$ cat src/rtl/mandelbrot_pixel_seq_if.sv
// Pixel request / result handshake bundle for mandelbrot_pixel_seq.
// master: requester side (drives in_*, out_ready); slave: the sequencer.
interface mandelbrot_pixel_seq_if #(
    parameter int ITER_W = 8
) ();
    logic              in_valid;
    logic              in_ready;
    logic [31:0]       in_cr;
    logic [31:0]       in_ci;
    logic [ITER_W-1:0] max_iter;
    logic              out_valid;
    logic              out_ready;
    logic [ITER_W-1:0] out_iter;
    logic              out_escaped;

    modport master (
        output in_valid, in_cr, in_ci, max_iter, out_ready,
        input  in_ready, out_valid, out_iter, out_escaped
    );

    modport slave (
        input  in_valid, in_cr, in_ci, max_iter, out_ready,
        output in_ready, out_valid, out_iter, out_escaped
    );
endinterface

$ cat src/rtl/mandelbrot_pixel_seq.sv
// Per-pixel sequencer: byte-serial Cr/Ci load into the Mandelbrot
// accelerator, then counts iterations until escape or limit.
// Ports: clk, rst_n (async active-low); px (slave): pixel request
// in_valid/in_ready/in_cr/in_ci/max_iter and result out_valid/out_ready/
// out_iter/out_escaped; acc_data_o, acc_load_cr_o, acc_load_ci_o,
// acc_start_o to the accelerator; acc_unbounded_i from it; busy.
// Option: define MANDEL_SEQ_CR_REUSE_EN to skip LOAD_CR when the new
// Cr matches the last one already loaded into the accelerator.
module mandelbrot_pixel_seq #(
    parameter int ITER_W = 8
) (
    input  logic                clk,
    input  logic                rst_n,
    mandelbrot_pixel_seq_if.slave px,
    output logic [7:0]          acc_data_o,
    output logic                acc_load_cr_o,
    output logic                acc_load_ci_o,
    output logic                acc_start_o,
    input  logic                acc_unbounded_i,
    output logic                busy
);

    typedef enum logic [2:0] {
        IDLE,
        LOAD_CR,
        LOAD_CI,
        ITER,
        DONE
    } state_t;

    state_t            state;
    logic [1:0]        idx;
    logic [31:0]       cr_q;
    logic [31:0]       ci_q;
    logic [ITER_W-1:0] max_q;
    logic [ITER_W-1:0] iter;
    logic              out_valid_q;
    logic [ITER_W-1:0] out_iter_q;
    logic              out_esc_q;
    logic              reuse_hit;

`ifdef MANDEL_SEQ_CR_REUSE_EN
    logic [31:0] last_cr;
    logic        last_cr_valid;
    assign reuse_hit = last_cr_valid && (px.in_cr == last_cr);
`else
    assign reuse_hit = 1'b0;
`endif

    function automatic logic [7:0] byte_of(
        input logic [31:0] w,
        input logic [1:0]  i
    );
        logic [7:0] b;
        unique case (i)
            2'd0:    b = w[7:0];
            2'd1:    b = w[15:8];
            2'd2:    b = w[23:16];
            default: b = w[31:24];
        endcase
        return b;
    endfunction

    assign px.in_ready    = (state == IDLE);
    assign busy           = (state != IDLE);
    assign px.out_valid   = out_valid_q;
    assign px.out_iter    = out_iter_q;
    assign px.out_escaped = out_esc_q;

    // Accelerator outputs are registered one cycle ahead: the value
    // loaded at an edge is what the accelerator sees in the next cycle.
    always_ff @(posedge clk or negedge rst_n) begin
        if (!rst_n) begin
            state         <= IDLE;
            idx           <= 2'd0;
            cr_q          <= '0;
            ci_q          <= '0;
            max_q         <= '0;
            iter          <= '0;
            out_valid_q   <= 1'b0;
            out_iter_q    <= '0;
            out_esc_q     <= 1'b0;
            acc_data_o    <= 8'd0;
            acc_load_cr_o <= 1'b0;
            acc_load_ci_o <= 1'b0;
            acc_start_o   <= 1'b0;
`ifdef MANDEL_SEQ_CR_REUSE_EN
            last_cr       <= '0;
            last_cr_valid <= 1'b0;
`endif
        end else begin
            acc_data_o    <= 8'd0;
            acc_load_cr_o <= 1'b0;
            acc_load_ci_o <= 1'b0;
            acc_start_o   <= 1'b0;
            unique case (state)
                IDLE: begin
                    if (px.in_valid) begin
                        cr_q  <= px.in_cr;
                        ci_q  <= px.in_ci;
                        max_q <= px.max_iter;
                        idx   <= 2'd0;
                        if (reuse_hit) begin
                            state      <= LOAD_CI;
                            acc_data_o <= px.in_ci[7:0];
                        end else begin
                            state      <= LOAD_CR;
                            acc_data_o <= px.in_cr[7:0];
                        end
                    end
                end
                LOAD_CR: begin
                    idx <= idx + 2'd1;
                    if (idx == 2'd3) begin
                        state      <= LOAD_CI;
                        acc_data_o <= ci_q[7:0];
`ifdef MANDEL_SEQ_CR_REUSE_EN
                        last_cr       <= cr_q;
                        last_cr_valid <= 1'b1;
`endif
                    end else begin
                        acc_data_o    <= byte_of(cr_q, idx + 2'd1);
                        acc_load_cr_o <= (idx == 2'd2);
                    end
                end
                LOAD_CI: begin
                    idx <= idx + 2'd1;
                    if (idx == 2'd3) begin
                        state <= ITER;
                        iter  <= '0;
                    end else begin
                        acc_data_o    <= byte_of(ci_q, idx + 2'd1);
                        acc_load_ci_o <= (idx == 2'd2);
                        acc_start_o   <= (idx == 2'd2);
                    end
                end
                ITER: begin
                    // Escape is tested first so it wins a tie with the limit.
                    if (acc_unbounded_i) begin
                        state       <= DONE;
                        out_valid_q <= 1'b1;
                        out_iter_q  <= iter;
                        out_esc_q   <= 1'b1;
                    end else if (iter == max_q) begin
                        state       <= DONE;
                        out_valid_q <= 1'b1;
                        out_iter_q  <= max_q;
                        out_esc_q   <= 1'b0;
                    end else begin
                        iter <= iter + 1'b1;
                    end
                end
                DONE: begin
                    if (px.out_ready) begin
                        state       <= IDLE;
                        out_valid_q <= 1'b0;
                    end
                end
                default: state <= IDLE;
            endcase
        end
    end

endmodule

$ cat src/flat_wrapper.sv
// flat-port wrapper written by rule: the top's interface ports become plain ports
module mandelbrot_pixel_seq_flat 
#(
    parameter int ITER_W = 8
)
  (clk, rst_n, acc_data_o, acc_load_cr_o, acc_load_ci_o, acc_start_o, acc_unbounded_i, busy, px_in_valid, px_in_cr, px_in_ci, px_max_iter, px_out_ready, px_in_ready, px_out_valid, px_out_iter, px_out_escaped);
  mandelbrot_pixel_seq_if #(.ITER_W(ITER_W)) px_i ();
  input  logic clk;
  input  logic rst_n;
  output logic [7:0] acc_data_o;
  output logic acc_load_cr_o;
  output logic acc_load_ci_o;
  output logic acc_start_o;
  input  logic acc_unbounded_i;
  output logic busy;
  input wire logic [$bits(px_i.in_valid)-1:0] px_in_valid;
  input wire logic [$bits(px_i.in_cr)-1:0] px_in_cr;
  input wire logic [$bits(px_i.in_ci)-1:0] px_in_ci;
  input wire logic [$bits(px_i.max_iter)-1:0] px_max_iter;
  input wire logic [$bits(px_i.out_ready)-1:0] px_out_ready;
  output wire logic [$bits(px_i.in_ready)-1:0] px_in_ready;
  output wire logic [$bits(px_i.out_valid)-1:0] px_out_valid;
  output wire logic [$bits(px_i.out_iter)-1:0] px_out_iter;
  output wire logic [$bits(px_i.out_escaped)-1:0] px_out_escaped;
  assign px_i.in_valid = px_in_valid;
  assign px_i.in_cr = px_in_cr;
  assign px_i.in_ci = px_in_ci;
  assign px_i.max_iter = px_max_iter;
  assign px_i.out_ready = px_out_ready;
  assign px_in_ready = px_i.in_ready;
  assign px_out_valid = px_i.out_valid;
  assign px_out_iter = px_i.out_iter;
  assign px_out_escaped = px_i.out_escaped;
  mandelbrot_pixel_seq #(.ITER_W(ITER_W)) u_core (.clk(clk), .rst_n(rst_n), .px(px_i), .acc_data_o(acc_data_o), .acc_load_cr_o(acc_load_cr_o), .acc_load_ci_o(acc_load_ci_o), .acc_start_o(acc_start_o), .acc_unbounded_i(acc_unbounded_i), .busy(busy));
endmodule
$ cat config.mk
export PLATFORM = sky130hd
export DESIGN_NAME = mandelbrot_pixel_seq_flat
export DESIGN_NICKNAME = d
export VERILOG_FILES = /design/src/rtl/mandelbrot_pixel_seq_if.sv /design/src/rtl/mandelbrot_pixel_seq.sv /design/src/flat_wrapper.sv
export SDC_FILE = /design/constraint.sdc
export NUM_CORES = 1
export LEC_CHECK = 0
export ABC_AREA = 1
export BUFFER_PORTS_ARGS = -buffer_cell sky130_fd_sc_hd__buf_2
export CORE_ASPECT_RATIO = 1.25
export CORE_MARGIN = 10
export CORE_UTILIZATION = 50
export CTS_CLUSTER_SIZE = 16
export DETAILED_ROUTE_END_ITERATION = 16
export GPL_ROUTABILITY_DRIVEN = 0
export GPL_TIMING_DRIVEN = 0
export PLACE_DENSITY = 0.76
export REMOVE_ABC_BUFFERS = 1
export SLEW_MARGIN = 0
export SYNTH_ARGS = -nofsm -noshare
export SYNTH_HDL_FRONTEND = slang
export SYNTH_SLANG_ARGS = --single-unit
$ cat constraint.sdc
create_clock -name clk -period 1.5 [get_ports clk]
set_input_delay 0.075 -clock clk [delete_from_list [all_inputs] [get_ports clk]]
set_output_delay 0.075 -clock clk [all_outputs]
set_load 0.05 [all_outputs]
==> results of run 1 <==
==> path summary, 6_finish.rpt <==
path / cells past startpoint / startpoint / to / slack [ns]
max: 7 / u_core.idx[0] / u_core.acc_data_o[2] / -0.08
min: 3 / px_out_ready / u_core.px.out_valid / 0.11
max reg2reg: 7 / u_core.idx[0] / u_core.acc_data_o[2] / -0.08
min reg2reg: 2 / u_core.ci_q[29] / u_core.ci_q[29] / 0.47
max in group asynchronous: 3 / rst_n / u_core.iter[5] / 0.52
min in group asynchronous: 2 / rst_n / u_core.px.out_iter[1] / 0.25
==> Yosys cell counts (2+ instances only) <==
cell type  instances  area, um2
nand2_1          347       1303
dfrtp_1          105       2628
ha_1               7      87.58
nand3_2            2      20.02
buf_2              9      45.04
o21ai_0           27      135.1
a21oi_1           15      75.07
clkbuf_1          11      41.29
xnor2_1            4      35.03
nand4_1           11      68.82
o211ai_1           2      15.01
buf_4              9      67.56
inv_1             24      90.09
nand3_1           19      95.09
nand2_2            2      12.51
inv_2              4      15.01
nor2_1            15      56.30
nor2_4             3      33.78
o2111ai_1          8      70.07
a31oi_1            6      37.54
==> cells by family after synthesis <==
family                   after synthesis  share of synthesized area (%)
flip-flops                           105                          52.46
buffers and inverters                 59                          5.346
AO/OA/AOI/OAI                         62                          7.270
multiplexers                           1                         0.1999
AND/OR/NAND/NOR                      402                          32.10
XOR/XNOR                               5                         0.8743
adder cells (fa/ha/maj)                7                          1.749
==> sequential cells by signal, summed over array words and instances (netlist names) <==
signal,cells
u_core.state,3
u_core.cr_q,32
u_core.max_q,8
u_core.px.out_valid,1
u_core.acc_load_ci_o,1
u_core.idx,2
u_core.iter,8
u_core.px.out_iter,8
u_core.ci_q,32
u_core.acc_data_o,8
u_core.px.out_escaped,1
u_core.acc_load_cr_o,1
==> report_power, final <==
group / leakage, nW / total (mW) / internal [mW] / switching (mW)
registers: 1.31 / 5.02 / 4.09 / 0.936
clock network: 0.148 / 2.38 / 1.37 / 1.00
logic: 2.37 / 7.44 / 2.69 / 4.75
total: 3.83 / 14.8 / 8.15 / 6.69
==> worst max-delay path, cell delays in order, from the launching register on <==
cell	delay (ns)
dfrtp_2	0.45
clkinvlp_4	0.20
ha_4	0.22
buf_4	0.17
a21oi_2	0.15
nand2_1	0.09
o2111ai_2	0.08
nand3_1	0.11
==> placed cells by master (no fill, tap or decap), types with 3 or more instances in the layout <==
cell type and instances:
buf_4 25, nand2_8 3, nor2_4 7, a21oi_2 8, dfrtp_2 9, ha_4 5, buf_2 98, nor2_1 12
a21oi_1 6, o2111ai_2 7, buf_6 4, nand2_4 7, clkbuf_16 10, a31oi_1 6, dlygate4sd3_1 73, nand3_1 11
nand2_1 332, nand3_2 8, nand4_1 11, o21ai_1 6, o21ai_0 21, inv_1 19, buf_12 3, nand2_2 8
dfrtp_1 96, inv_2 4
==> per-layer routing <==
metal,vias to the layer above,share of wire [%],GRT usage (%)
li1,2411,-,-
met1,2481,36,24.79
met2,288,51,35.58
met3,76,8.3,3.963
met4,0,4.3,7.826
met5,-,0,0
==> layout make-up <==
class	instances	area, um2
Clock buffer	12	256.5
Clock inverter	3	40.04
Fill cell	635	2332
Inverter	29	161.4
Multi-Input combinational cell	479	2485
Sequential cell	105	2639
Tap cell	126	157.7
Timing Repair Buffer	208	1629
Timing Repair inverter	1	8.758
==> timing repair <==
item / in CTS / in global routing
pin swaps: 9 / 29
hold buffers: 73 / 0
gates resized for setup: 41 / 78
setup endpoints to repair: 103 / 97
hold endpoints to repair: 114 / 0
gates cloned: 3 / 2
setup buffers: 11 / 21
==> results.py, run 1 <==
metrics = {
    "outcome": {
        "status": "complete, but fails checks",
        "violations": "negative setup slack",
    },
    "grt": {
        "grt_use_total_pct": 20.80,
        "grt_first_pass_wirelength_um": 24500,
        "grt-ovfl-total": 0,
        "antenna_found_initial": 0,
        "grt_max_degree": 69,
        "grt_pass1_vias": 5143,
    },
    "worst_setup_path": {
        "cp-start-kind": "register",
        "critPathKind": "register to register",
        "worstSetupEndpointType": "register",
        "worstPathArrival_ns": 1.80,
        "cp_max_fo": 6,
        "worstPathRequired_ns": 1.72,
    },
    "logic_synthesis": {
        "synth-seq-area-share_pct": 52.46,
        "syn_inst": 641,
        "synth_seq_cells": 105,
        "yosysWarnings": 0,
        "async_flop_share_pct": 100.0,
        "syn_area_um2": 5009,
        "netlist-cell-type-count": 31,
        "synth-edff-count": 0,
        "syn_avg_cell_area_um2": 7.814,
        "ys.flop_type": "dfrtp_1",
    },
    "cts": {
        "clk_latency_ns": 0.34,
        "cts-buffers-inserted": 9,
        "clock-root-buffer": "clkbuf_16",
        "clkTransAtPathRegs_ns": 0.07,
        "cts_tree": "yes",
        "htree_num_levels": 3,
        "cts_max_path_buffers": 2,
        "cts_num_sinks": 105,
    },
    "hold_path": {
        "hold_class": "primary input to register",
    },
    "timing": {
        "finalWorstSetupSlack_ns": -0.08224,
        "drv_slew": 0,
        "fin_skew_ns": 0.009423,
        "max_freq_mhz": 632.0,
        "fin_crit_sh_pct": 105.5,
        "setup_viol": 15,
        "rsz0062_at_grt": "yes",
        "relSlewSlack_pct": 63.76,
        "tightest_slew_ns": 0.5435,
        "layout_min_cycle_time_ns": 1.582,
        "tns_ns": -0.4268,
        "holdWs_ns": 0.1102,
        "hold_viol": 0,
    },
    "place": {
        "port_buffers": 99,
        "placed_cells": 838,
        "place_hpwl_um": 8658,
        "placed_cell_area_um2": 5553,
        "pre_cts_slack_ns": -1.211,
    },
    "layout": {
        "drive_above_1_share_pct": 27.36,
        "antennaDiodeCount": 0,
        "final_design_area_no_fill_um2": 7377,
        "areaGrowthSynthToFinish_pct": 47.29,
        "layoutNonFillerInstCount": 963,
        "fin_nets": 917,
        "fin_util_pct": 75.98,
    },
    "drt": {
        "routed_wl_um": 17110,
        "drtIter0Drc": 448,
        "ant_nets": 0,
        "viasPerCell": 5.458,
        "dr.pass1.iters": 7,
        "num_vias": 5256,
        "drcViolationCount": 0,
        "wire_per_inst_um": 17.76,
    },
    "pwr": {
        "ir_drop_uv": 1167,
        "p_total_mw": 14.84,
        "total_leakage_power_nw": 3.833,
        "powerDensity_nw_per_um2": 2012,
    },
    "die": {
        "core_area_um2": 9709,
        "initial_core_util_pct": 51.59,
        "rows": 40,
        "pin_count": 100,
        "die_area_um2": 14450,
        "chipHeight_um": 131.9,
        "chipWidth_um": 109.5,
    },
    "flow_run": {
        "max_cap_violations": 0,
    },
}
(Power assumes the default switching activity.)
==> inputs of run 2 (changes only) <==
--- a/config.mk
+++ b/config.mk
@@ -6,15 +6,14 @@
 export NUM_CORES = 1
 export LEC_CHECK = 0
 export ABC_AREA = 1
-export BUFFER_PORTS_ARGS = -buffer_cell sky130_fd_sc_hd__buf_2
+export BUFFER_PORTS_ARGS = -buffer_cell sky130_fd_sc_hd__clkbuf_2
 export CORE_ASPECT_RATIO = 1.25
 export CORE_MARGIN = 10
-export CORE_UTILIZATION = 50
+export CORE_UTILIZATION = 25
 export CTS_CLUSTER_SIZE = 16
 export DETAILED_ROUTE_END_ITERATION = 16
 export GPL_ROUTABILITY_DRIVEN = 0
 export GPL_TIMING_DRIVEN = 0
-export PLACE_DENSITY = 0.76
 export REMOVE_ABC_BUFFERS = 1
 export SLEW_MARGIN = 0
 export SYNTH_ARGS = -nofsm -noshare
==> results.py, run 2 (same netlist as run 1, synthesis figures left out) <==
metrics = {
    "pwr": {
        "power.share.clock_pct": 15.9,
        "combPwrFrac_pct": 50.8,
        "powerDensity_nw_per_um2": 1948,
        "ir_drop_uv": 1130,
        "seqPwrFrac_pct": 33.3,
        "total_leakage_power_nw": 3.834,
        "p_switching_mw": 6.654,
        "swShare_pct": 44.97,
        "cellInternalPower_mw": 8.142,
        "p_total_mw": 14.80,
    },
    "timing": {
        "fin_crit_sh_pct": 102.0,
        "tightest_slew_ns": 0.9499,
        "fin_skew_ns": 0.01174,
        "finalWorstSetupSlack_ns": -0.03027,
        "drv_slew": 0,
        "setup_viol": 4,
        "relSlewSlack_pct": 36.68,
        "max_freq_mhz": 653.5,
        "holdWs_ns": 0.07200,
        "rsz0062_at_grt": "yes",
        "tns_ns": -0.05883,
        "hold_viol": 0,
        "layout_min_cycle_time_ns": 1.530,
    },
    "drt": {
        "dr.pass1.iters": 4,
        "wire_per_inst_um": 16.09,
        "drtIter0Drc": 235,
        "ant_nets": 0,
        "routed_wl_um": 17860,
        "drcViolationCount": 0,
        "viasPerCell": 4.423,
        "num_vias": 4909,
    },
    "worst_setup_path": {
        "path_cells": "buf_6 -> ha_4 -> buf_8 -> nand2_2 -> nand3_2 -> nand2_1 -> nand2_1 -> o2111ai_2 -> nand3_1",
        "cp-start-kind": "register",
        "worstPathRequired_ns": 1.73,
        "cp_max_fo": 6,
        "critPathKind": "register to register",
        "crit_cells": 9,
        "crit_top_cell": "nand2_1",
        "cp_slowest_cell": "dfrtp_2",
        "max_stage_delay_ns": 0.48,
        "worstPathArrival_ns": 1.76,
        "crit_family": "flip-flops",
        "worstSetupEndpointType": "register",
        "critPathBufInv": 2,
        "r2r_cells": 9,
    },
    "grt": {
        "grt_first_pass_wirelength_um": 26140,
        "antenna_found_initial": 1,
        "grt-ovfl-total": 0,
        "grt_max_degree": 106,
        "grt_use_total_pct": 12.62,
        "grt_pass1_vias": 4904,
    },
    "flow_run": {
        "max_cap_violations": 0,
    },
    "cts": {
        "cts_num_sinks": 105,
        "clock-root-buffer": "clkbuf_16",
        "clk_latency_ns": 0.36,
        "clkTransAtPathRegs_ns": 0.07,
        "cts-buffers-inserted": 9,
        "htree_num_levels": 3,
        "cts_tree": "yes",
        "cts_max_path_buffers": 2,
    },
    "layout": {
        "antennaDiodeCount": 0,
        "n_fill_cell": 2016,
        "areaGrowthSynthToFinish_pct": 51.69,
        "fin_util_pct": 38.88,
        "multi_input_area_um2": 2397,
        "final_cell_mix": "335 x nand2_1, 97 x clkbuf_2, 97 x dfrtp_1, 73 x dlygate4sd3_1, 24 x buf_4",
        "seq_area_um2": 2640,
        "drive_above_1_share_pct": 27.10,
        "top_regs": "u_core.ci_q x32, u_core.cr_q x32",
        "fin_nets": 924,
        "final_common_cell": "nand2_1",
    },
    "outcome": {
        "violations": "negative setup slack",
        "status": "complete, but fails checks",
    },
    "hold_path": {
        "worstHoldPathCells": 4,
        "hold_class": "primary input to register",
    },
    "die": {
        "initial_core_util_pct": 25.63,
        "rows": 57,
        "pin_count": 100,
        "die_area_um2": 26130,
        "chipHeight_um": 178.3,
        "chipWidth_um": 146.6,
        "core_area_um2": 19540,
    },
    "place": {
        "port_buffers": 99,
        "place_hpwl_um": 9544,
    },
}
[run 2: cell types whose count changed in the layout (fill, tap and decap cells not counted), moves of 3 or more]
| cell | change |
|---|---|
| inv_2 | +4 |
| inv_8 | +3 |
| clkbuf_2 | +97 |
| nand2_4 | -3 |
| nand2_1 | +3 |
| o2111ai_2 | -3 |
| buf_2 | -98 |
| nand3_2 | -5 |
| buf_12 | +7 |
| nand3_1 | +4 |
| o2111ai_1 | +3 |
[run 2: cell type report]
type,count,area share [%]
Inverter,29,2.042
Clock inverter,6,0.6423
Timing Repair inverter,2,0.2964
Timing Repair Buffer,214,23.20
Tap cell,265,4.364
Clock buffer,10,3.146
Multi-Input combinational cell,479,31.55
Sequential cell,105,34.75
[run 2: tightest hold or removal path: stages]
cell	delay (ns)
clkbuf_2	0.11
o22ai_1	0.10
nand2_1	0.06
nand2_1	0.05
[run 2: metal layers]
layer | vias up | GRT usage, % | wire length, um
met5 | - | 0 | 18
met4 | 2 | 3.091 | 217
met3 | 16 | 3.067 | 845
met2 | 119 | 21.98 | 9080
met1 | 2345 | 15.30 | 7696
li1 | 2427 | - | -
[run 2: timing repair]
item,in CTS,in global routing
pin swaps,8,18
setup buffers,25,13
cloned,2,5
hold buffers,73,0
resized for setup,42,67
endpoints found under the setup margin,105,98
hold endpoints to repair,185,0
[run 2: path summary, 6_finish.rpt]
path / start / endpoint / slack, ns
worst max register to register: u_core.idx[1] / u_core.acc_data_o[1] / -0.03
min in group asynchronous: rst_n / u_core.px.out_iter[1] / 0.33
worst min register to register: u_core.cr_q[17] / u_core.cr_q[17] / 0.47
worst max-delay path: u_core.idx[1] / u_core.acc_data_o[1] / -0.03
worst min-delay path: px_in_valid / u_core.idx[0] / 0.07
max in group asynchronous: rst_n / u_core.cr_q[7] / 0.43
[run 2: stage by stage]
stage	setup WS (ns)	instances	instance area, um2
2_1_floorplan	-1.224	611	4850
3_3_place_gp	-2.466	975	5677
3_5_place_dp	-1.570	976	5705
4_1_cts	-0.007514	1092	7186
5_1_grt	-0.1023	1110	7597
6_report	-0.03027	1110	7597
[run 2: power by group through the flow]
stage	Combinational (mW)	Sequential, mW	Clock (mW)
after floorplan	3.02	5.46	0
after global placement	5.16	4.93	0
after detailed placement	5.27	4.95	0
after CTS	6.66	4.90	2.43
after global routing	8.26	5.08	2.54
final	7.52	4.93	2.35
==> inputs of run 3 (changes only) <==
--- a/config.mk
+++ b/config.mk
@@ -9,13 +9,14 @@
 export BUFFER_PORTS_ARGS = -buffer_cell sky130_fd_sc_hd__clkbuf_2
 export CORE_ASPECT_RATIO = 1.25
 export CORE_MARGIN = 10
-export CORE_UTILIZATION = 25
+export CORE_UTILIZATION = 50
 export CTS_CLUSTER_SIZE = 16
 export DETAILED_ROUTE_END_ITERATION = 16
 export GPL_ROUTABILITY_DRIVEN = 0
 export GPL_TIMING_DRIVEN = 0
+export PLACE_DENSITY = 0.76
 export REMOVE_ABC_BUFFERS = 1
-export SLEW_MARGIN = 0
+export SLEW_MARGIN = 20
 export SYNTH_ARGS = -nofsm -noshare
 export SYNTH_HDL_FRONTEND = slang
 export SYNTH_SLANG_ARGS = --single-unit
==> results.py, run 3 (same netlist as run 1, synthesis figures left out) <==
metrics = {
    "die": {
        "initial_core_util_pct": 51.59,
        "chipWidth_um": 109.5,
        "core_area_um2": 9709,
        "chipHeight_um": 131.9,
        "rows": 40,
        "die_area_um2": 14450,
        "pin_count": 100,
    },
    "timing": {
        "drv_slew": 0,
        "rsz0062_at_grt": "yes",
        "setup_viol": 61,
        "relSlewSlack_pct": 72.26,
        "layout_min_cycle_time_ns": 1.626,
        "hold_viol": 0,
        "max_freq_mhz": 614.9,
        "tightest_slew_ns": 0.4156,
        "fin_skew_ns": 0.005176,
        "finalWorstSetupSlack_ns": -0.1264,
        "fin_crit_sh_pct": 108.4,
        "holdWs_ns": 0.08501,
    },
    "worst_setup_path": {
        "critPathKind": "register to register",
        "crit_top_cell": "nand2_1",
        "cp-start-kind": "register",
        "worstPathArrival_ns": 1.92,
        "max_stage_delay_ns": 0.45,
        "cp_max_fo": 4,
        "critPathBufInv": 2,
        "path_cells": "inv_2 -> ha_4 -> buf_4 -> nand2_1 -> nand3_1 -> nand2_1 -> nand2_1 -> o2111ai_1 -> nand3_1",
        "worstSetupEndpointType": "register",
        "cp_slowest_cell": "dfrtp_2",
        "worstPathRequired_ns": 1.79,
        "crit_family": "simple AND/OR/NAND/NOR gates",
    },
    "drt": {
        "routed_wl_um": 17260,
        "wl_met1_um": 6167,
        "viasPerCell": 5.469,
        "drcViolationCount": 0,
        "route.met3.wl_um": 1429,
        "num_vias": 5354,
        "drtIter0Drc": 575,
        "ant_nets": 0,
        "dr.pass1.iters": 7,
        "wl_met2_um": 8832,
        "wire_per_inst_um": 17.63,
        "highest-signal-layer": "met4",
    },
    "outcome": {
        "status": "complete, but fails checks",
        "violations": "negative setup slack",
    },
    "place": {
        "port_buffers": 99,
        "place_hpwl_um": 8873,
    },
    "grt": {
        "grt_first_pass_wirelength_um": 24680,
        "grt-ovfl-total": 0,
        "antenna_found_initial": 1,
        "grt_use_total_pct": 21.20,
        "grt_pass1_vias": 5313,
        "grt_max_degree": 69,
    },
    "pwr": {
        "ir_drop_uv": 1175,
        "total_leakage_power_nw": 3.845,
        "powerDensity_nw_per_um2": 2025,
    },
    "layout": {
        "areaGrowthSynthToFinish_pct": 47.59,
        "n_fill_cell": 653,
        "final_common_cell": "nand2_1",
        "multi_input_area_um2": 2335,
        "fin_util_pct": 76.13,
        "drive_above_1_share_pct": 26.88,
        "final_cell_mix": "332 x nand2_1, 96 x clkbuf_2, 96 x dfrtp_1, 73 x dlygate4sd3_1, 36 x buf_4",
        "top_regs": "u_core.ci_q x32, u_core.cr_q x32",
        "seq_area_um2": 2639,
        "fin_nets": 931,
    },
    "cts": {
        "cts_num_sinks": 105,
        "htree_num_levels": 3,
        "clock-root-buffer": "clkbuf_16",
        "clk_latency_ns": 0.35,
        "cts_tree": "yes",
        "cts-buffers-inserted": 9,
        "cts_max_path_buffers": 2,
        "clkTransAtPathRegs_ns": 0.07,
    },
    "flow_run": {
        "max_cap_violations": 0,
    },
    "hold_path": {
        "hold_class": "primary input to register",
    },
}
run 3: metrics by stage:
| stage | total power [mW] | cell area (um2) | TNS [ns] | cells | setup slack [ns] |
|---|---|---|---|---|---|
| global placement | 9.789 | 5503 | -263.73 | 836 | -2.000 |
| finish | 14.97 | 7392 | -2.446 | 979 | -0.1264 |
| floorplan | 8.476 | 4850 | -91.65 | 611 | -1.224 |
| global route | 15.78 | 7392 | -6.227 | 979 | -0.1572 |
| CTS | 13.79 | 7019 | -0.05414 | 954 | -0.02552 |
| detailed placement | 10.15 | 5597 | -74.22 | 839 | -0.9292 |
run 3: final cells by class:
type	instances	area share, %
well taps	126	2.133
diodes	1	0.03385
repair inverters	2	0.4232
repair buffers	221	23.58
clock inverters	6	1.219
flip-flops and latches	105	35.70
multi-input cells	479	31.58
inverters	29	2.099
clock buffers	10	3.233
run 3: where the power goes:
part | total, mW | switching (mW) | internal [mW]
registers | 4.97 | 0.877 | 4.09
logic | 7.42 | 4.71 | 2.71
clock network | 2.58 | 1.07 | 1.51
total | 15.0 | 6.66 | 8.31
run 3: metal layers:
layer / vias to the layer above / global-route usage, %
met3: 81 / 4.795
met5: - / 0
met2: 310 / 36.08
met1: 2515 / 23.51
li1: 2448 / -
met4: 0 / 11.45
run 3: worst min-delay path, cell delays in order:
cell and delay, ns:
clkbuf_2 0.11, o22ai_1 0.10, nand2_1 0.06, nand2_1 0.05
run 3: final timing paths:
| check | from | to | slack, ns | depth (start not counted) |
|---|---|---|---|---|
| min in group asynchronous | rst_n | u_core.px.out_iter[1] | 0.20 | 2 |
| worst max register to register | u_core.idx[1] | u_core.acc_data_o[7] | -0.13 | 9 |
| worst min-delay path | px_in_valid | u_core.idx[0] | 0.09 | 4 |
| worst min register to register | u_core.ci_q[29] | u_core.ci_q[29] | 0.48 | 2 |
| worst max-delay path | u_core.idx[1] | u_core.acc_data_o[7] | -0.13 | 9 |
| max in group asynchronous | rst_n | u_core.state[0] | 0.64 | 3 |
run 3: what timing repair did:
item | in CTS | in global routing
endpoints found under the setup margin | 104 | 101
hold buffers | 73 | 0
resized for setup | 40 | 57
hold endpoints to repair | 117 | 0
cloned | 3 | 4
pin swaps | 11 | 12
buffers inserted | 23 | 21
